**config.mk**
```make
export PLATFORM = sky130hd
export DESIGN_NAME = traffic_light_monitor
export DESIGN_NICKNAME = d
export VERILOG_FILES = /design/src/rtl/traffic_light_monitor.sv
export SDC_FILE = /design/constraint.sdc
export NUM_CORES = 1
export LEC_CHECK = 0
export CAP_MARGIN = 40
export CORE_MARGIN = 5
export CORE_UTILIZATION = 40
export CTS_BUF_LIST = sky130_fd_sc_hd__clkbuf_8
export DETAILED_ROUTE_END_ITERATION = 7
export SYNTH_ARGS = -nofsm -noshare
export SYNTH_HDL_FRONTEND = slang
export SYNTH_SLANG_ARGS = --single-unit
```
**constraint.sdc**
```tcl
create_clock -name clk -period 3.4 [get_ports clk]
set_clock_uncertainty 0.2 [all_clocks]
set_input_delay 0.68 -clock clk [delete_from_list [all_inputs] [get_ports clk]]
set_output_delay 0.68 -clock clk [all_outputs]
set_load 0.01 [all_outputs]
```
**src/rtl/traffic_light_monitor.sv**
```systemverilog
// Passive checker for the traffic light controller's R/G/Y lamps: decodes the
// phase, times each lamp state, and flags illegal encodings, bad order and overruns.
module traffic_light_monitor #(
   parameter int unsigned T_LONG  = 1024,
   parameter int unsigned T_SHORT = 128,
   parameter int unsigned T_Y     = 512,
   parameter int unsigned TOL     = 1
) (
   input  logic        clk,
   input  logic        rst,
   input  logic        R,
   input  logic        G,
   input  logic        Y,
   output logic [2:0]  phase,
   output logic [10:0] run_len,
   output logic        walk,
   output logic        cycle_done,
   output logic        abort,
   output logic        err,
   output logic [1:0]  err_code
);

   localparam int unsigned RUN_W = 11;

   localparam logic [2:0] PH_MAIN   = 3'd0;
   localparam logic [2:0] PH_OFF1   = 3'd1;
   localparam logic [2:0] PH_GREEN1 = 3'd2;
   localparam logic [2:0] PH_OFF2   = 3'd3;
   localparam logic [2:0] PH_GREEN2 = 3'd4;
   localparam logic [2:0] PH_YELLOW = 3'd5;
   localparam logic [2:0] PH_RED    = 3'd6;
   localparam logic [2:0] PH_LOST   = 3'd7;

   localparam logic [2:0] ENC_OFF = 3'b000;
   localparam logic [2:0] ENC_G   = 3'b010;
   localparam logic [2:0] ENC_Y   = 3'b001;
   localparam logic [2:0] ENC_R   = 3'b100;

   localparam logic [1:0] EC_ILLEGAL = 2'd1;
   localparam logic [1:0] EC_SEQ     = 2'd2;
   localparam logic [1:0] EC_OVERRUN = 2'd3;

   localparam logic [RUN_W-1:0] RUN_MAX = '1;

   function automatic logic [RUN_W-1:0] exp_len(input logic [2:0] ph);
      case (ph)
         PH_MAIN, PH_RED: exp_len = RUN_W'(T_LONG);
         PH_YELLOW:       exp_len = RUN_W'(T_Y);
         default:         exp_len = RUN_W'(T_SHORT);
      endcase
   endfunction

   function automatic logic [2:0] exp_enc(input logic [2:0] ph);
      case (ph)
         PH_MAIN, PH_GREEN1, PH_GREEN2: exp_enc = ENC_G;
         PH_YELLOW:                     exp_enc = ENC_Y;
         PH_RED:                        exp_enc = ENC_R;
         default:                       exp_enc = ENC_OFF;
      endcase
   endfunction

   logic [2:0]       r_prev;
   logic             r_first;

   logic [2:0]       w_enc;
   logic             w_changed;
   logic             w_illegal;
   logic [RUN_W-1:0] w_run_nxt;
   logic [RUN_W-1:0] w_lo;
   logic [RUN_W-1:0] w_hi;
   logic             w_len_ok;
   logic [2:0]       w_adv;
   logic [2:0]       w_phase_nxt;
   logic             w_cd_nxt;
   logic             w_ab_nxt;
   logic             w_raise;
   logic [1:0]       w_raise_code;
   logic             w_err_nxt;
   logic [1:0]       w_code_nxt;

   // Next-state decode: illegal > lost resync > transition > overrun
   always_comb begin
      w_enc        = {R, G, Y};
      w_changed    = (w_enc != r_prev);
      w_illegal    = (R & G) | (R & Y) | (G & Y);
      w_run_nxt    = w_changed ? RUN_W'(1)
                   : ((run_len == RUN_MAX) ? run_len : RUN_W'(run_len + RUN_W'(1)));
      w_lo         = RUN_W'(exp_len(phase) - RUN_W'(TOL));
      w_hi         = RUN_W'(exp_len(phase) + RUN_W'(TOL));
      // The very first main-green run after reset has an unknown start time
      w_len_ok     = ((r_first && (phase == PH_MAIN)) || (run_len >= w_lo)) && (run_len <= w_hi);
      w_adv        = (phase == PH_RED) ? PH_MAIN : 3'(phase + 3'd1);
      w_phase_nxt  = phase;
      w_cd_nxt     = 1'b0;
      w_ab_nxt     = 1'b0;
      w_raise      = 1'b0;
      w_raise_code = 2'd0;

      if (w_illegal) begin
         w_phase_nxt  = PH_LOST;
         w_raise      = 1'b1;
         w_raise_code = EC_ILLEGAL;
      end else if (phase == PH_LOST) begin
         if (w_changed && (w_enc == ENC_G)) w_phase_nxt = PH_MAIN;
      end else if (w_changed) begin
         if ((w_enc == exp_enc(w_adv)) && w_len_ok) begin
            w_phase_nxt = w_adv;
            w_cd_nxt    = (phase == PH_RED);
         end else if (w_enc == ENC_G) begin
            w_phase_nxt = PH_MAIN;
            w_ab_nxt    = 1'b1;
         end else begin
            w_phase_nxt  = PH_LOST;
            w_raise      = 1'b1;
            w_raise_code = EC_SEQ;
         end
      end else if (w_run_nxt > w_hi) begin
         w_phase_nxt  = PH_LOST;
         w_raise      = 1'b1;
         w_raise_code = EC_OVERRUN;
      end

      w_err_nxt  = err | w_raise;
      w_code_nxt = (w_raise && !err) ? w_raise_code : err_code;
   end

   always_ff @(posedge clk or posedge rst) begin
      if (rst) begin
         phase      <= PH_MAIN;
         run_len    <= '0;
         walk       <= 1'b0;
         cycle_done <= 1'b0;
         abort      <= 1'b0;
         err        <= 1'b0;
         err_code   <= 2'd0;
         r_prev     <= ENC_G;
         r_first    <= 1'b1;
      end else begin
         phase      <= w_phase_nxt;
         run_len    <= w_run_nxt;
         walk       <= (w_phase_nxt == PH_RED);
         cycle_done <= w_cd_nxt;
         abort      <= w_ab_nxt;
         err        <= w_err_nxt;
         err_code   <= w_code_nxt;
         r_prev     <= w_enc;
         if (w_changed) r_first <= 1'b0;
      end
   end

endmodule

```
==> key figures <==
Clocking
  • CTS tree: yes
  • Clock transition at the registers of the reported paths: 0.09 ns
  • CTS max path bufs: 2
  • CTS sink cnt: 24
  • TritonCTS buffer count: 3
  • H-tree Lvls: 1
  • Clk_lat worst skew: 0.27 ns
  • Hold_buf cts: 0
  • CTS Root Buffer Type: clkbuf_8

Outcome
  • Outcome: completed

Synthesis
  • Yosys cell types: 53
  • Post-synth EDFFs: 0
  • Mapped Nets: 206
  • Flops & latches, synth: 24
  • Main flop type after synthesis: dfrtp_1
  • Mapped Avg Cell Area: 9.22 um2
  • Gate Count Post-Synth: 188
  • Post-synthesis sequential area ratio: 34.8%
  • Synth warn: 0
  • Post-synthesis instance area: 1730 um2
  • Async set or reset register ratio after synthesis: 100%

Floorplanning
  • # rows: 24
  • Core ar.: 4260 um2
  • Total die area: 5750 um2
  • Initial Util: 40.6%
  • Chip height: 75.8 um
  • Io pins: 25
  • Die width: 75.8 um

Setup path
  • Crit Path Class: primary input to flop
  • Worst Setup End Kind: flop
  • Crit path launch type: primary input
  • Critical Path AT: 3.19 ns
  • Reg2Reg Capture Point: phase[2]$_DFF_PP0_
  • Slowest stage delay, CP: 0.44 ns
  • Worst-path maximum fanout: 5
  • Worst-path cell chain: dlygate4sd2_1, xnor2_1, nand3_1, a311oi_2, ha_1, o21a_1, nor2_1, a2111oi_0, or4_1, and2_4, or3_1
  • R2R Setup Slk: 0.21 ns
  • Data required, critical path: 3.36 ns
  • Worst path slowest cell: or4_1
  • Cells on worst reg2reg path: 12
  • Reg2Reg Launch Point: run_len[9]$_DFF_PP0_

Power
  • Leakage: 1.10 nW
  • P per Cell Area: 500 nW/um2
  • Tot Pwr: 1.23 mW
  • Worst VDD drop: 0.000269 V

GRT
  • Vias in the first global route: 1,786
  • Grt total ovfl: 0
  • Initial antenna violation count: 0
  • Pin count of the biggest net entering global routing: 25
  • Tot GR Track Use: 19.2%
  • Global-route wire length before repair: 8430 um

Finish
  • Most common cell after layout, fill and taps aside: buf_4
  • Area Growth Syn to Fin: 42.0%
  • Layout cells sized above 1: 28.9%
  • Fin nets: 268
  • Most frequent cells in the layout: buf_4, clkdlybuf4s50_1, dfrtp_1, nand2_1
  • Multi-input gate area: 1150 um2
  • # diodes: 0
  • Finished Core Util: 57.7%
  • FF+latch area: 606 um2
  • Filler instances: 382

Worst hold path
  • Worst hold start: r_first$_DFFE_PP1N_
  • Hold path depth: 2
  • HP Class: flop to flop
  • Hold Path Sink: r_first$_DFFE_PP1N_

Detailed routing
  • Wire per inst: 16.7 um
  • DRC violations left: 0
  • Via count: 1,701
  • Vias/cell: 5.65
  • DRT Wirelength: 5030 um
  • DRT antenna net count: 0
  • Starting DRT DRC Count: 56
  • Drt first pass iters: 4

Timing
  • Final worst path period need: 3.23 ns
  • Setup-failing EPs final: 0
  • Slew Viols, Final: 0
  • Crit share post-route: 95.0%
  • Endpoints failing hold: 0
  • Worst hold slack: 0.270 ns
  • Unrepaired setup endpoints after global routing: false
  • Max Freq: 0.310 GHz

Placed design
  • Dpl hpwl: 3880 um
  • Port Buffer Count: 24
  • Final GP Congestion: 0.899

Job
  • Maxcap violations: 0
==> Yosys cell counts, drive strengths merged (2+ instances only) <==
master   number  share of area, %
mux2i         4               2.3
or4           2              0.87
inv           4              0.87
a41oi         2               1.0
nand2b        3               1.1
and2          4               1.6
o21ai         9               2.6
nand2        17               3.7
and3          2              0.79
nor4          3               1.4
a211oi        3               1.3
nand3         7               2.0
clkbuf        7               1.5
a21oi         8               2.3
and4          5               2.7
ha           13               9.4
nor2b         4               1.4
a31oi         2              0.72
buf           2              0.58
dfrtp        22                32
nor3b         3               1.3
a2111oi       3               2.6
or3           4               1.5
o21bai        2              0.87
o21a          2              0.87
nand4         6               3.4
nor2         12               2.6
a211o         3               1.6
dfstp         2               3.0
xnor2         5               2.5
a21o          7               3.0
nor3          5               1.4
==> cell type report <==
cell class	count	area share (%)
multi-input combinational	151	46.8
timing repair buffer	66	22.4
tap	52	2.64
clock buffer	3	1.68
sequential	24	24.6
clock inverter	1	1.22
inverter	4	0.610
==> through the flow <==
stage	TNS [ns]	cell area, um2	std cells	worst slack [ns]
global placement	-1.03	2290	292	-0.248
CTS	0	2380	298	0.0209
global route	0	2460	301	0.0128
floorplan	0	1740	188	0.00307
finish	0	2460	301	0.172
detailed placement	-1.73	2290	292	-0.356
==> where the power goes <==
part	leakage, nW	internal (mW)	switching (mW)	total (mW)
combinational	0.772	0.312	0.338	0.649
sequential	0.292	0.309	0.0154	0.324
clock	0.0357	0.158	0.100	0.258
total	1.10	0.778	0.453	1.23
==> worst max-delay path, delay by kind of cell <==
kind / cells / cell delay (ns)
AND/OR/NAND/NOR: 5 / 1.26
AO/OA/AOI/OAI: 3 / 0.52
adder cells (fa/ha/maj): 1 / 0.29
buffers and inverters: 1 / 0.26
XOR/XNOR: 1 / 0.18
==> sequential cells by signal (all words and copies together), names as in the netlist <==
signal / flops
err_code: 2
r_prev: 3
cycle_done: 1
walk: 1
err: 1
phase: 3
abort: 1
r_first: 1
run_len: 11
==> logic make-up (layout without fill, tap and decap cells) <==
group | after synthesis | in the layout | synth area share [%]
compound gates | 46 | 46 | 19.4
xor+xnor | 5 | 5 | 2.53
buf+inv | 13 | 74 | 2.96
other cells | 1 | 1 | 0.216
simple gates | 82 | 82 | 28.4
fa+ha+maj | 13 | 13 | 9.39
mux | 4 | 4 | 2.31
flops | 24 | 24 | 34.8
==> metal layers <==
| metal | up-vias | global-route usage (%) | share of wire (%) |
|---|---|---|---|
| met5 | - | 0 | 0 |
| met4 | 0 | 7.38 | 2.7 |
| met3 | 15 | 2.24 | 2.5 |
| met2 | 40 | 35.0 | 54 |
| met1 | 816 | 22.7 | 41 |
| li1 | 830 | - | - |
==> worst max path at each step <==
stage | startpoint | to | slack (ns)
floorplan | run_len[1]$_DFF_PP0_ | phase[0]$_DFF_PP0_ | 0.003
global placement | Y | phase[0]$_DFF_PP0_ | -0.25
detailed placement | Y | phase[0]$_DFF_PP0_ | -0.36
CTS | phase[1]$_DFF_PP0_ | walk$_DFF_PP0_ | 0.02
global route | run_len[9]$_DFF_PP0_ | phase[0]$_DFF_PP0_ | 0.01
finish | Y | phase[2]$_DFF_PP0_ | 0.17
==> timing repair <==
| item | in CTS | in global routing |
|---|---|---|
| endpoints found under the setup margin | 5 | 8 |
| pin swaps | 8 | 8 |
| gates resized for setup | 6 | 13 |
| setup buffers | 2 | 4 |
Power figures use the tool's default switching activity.
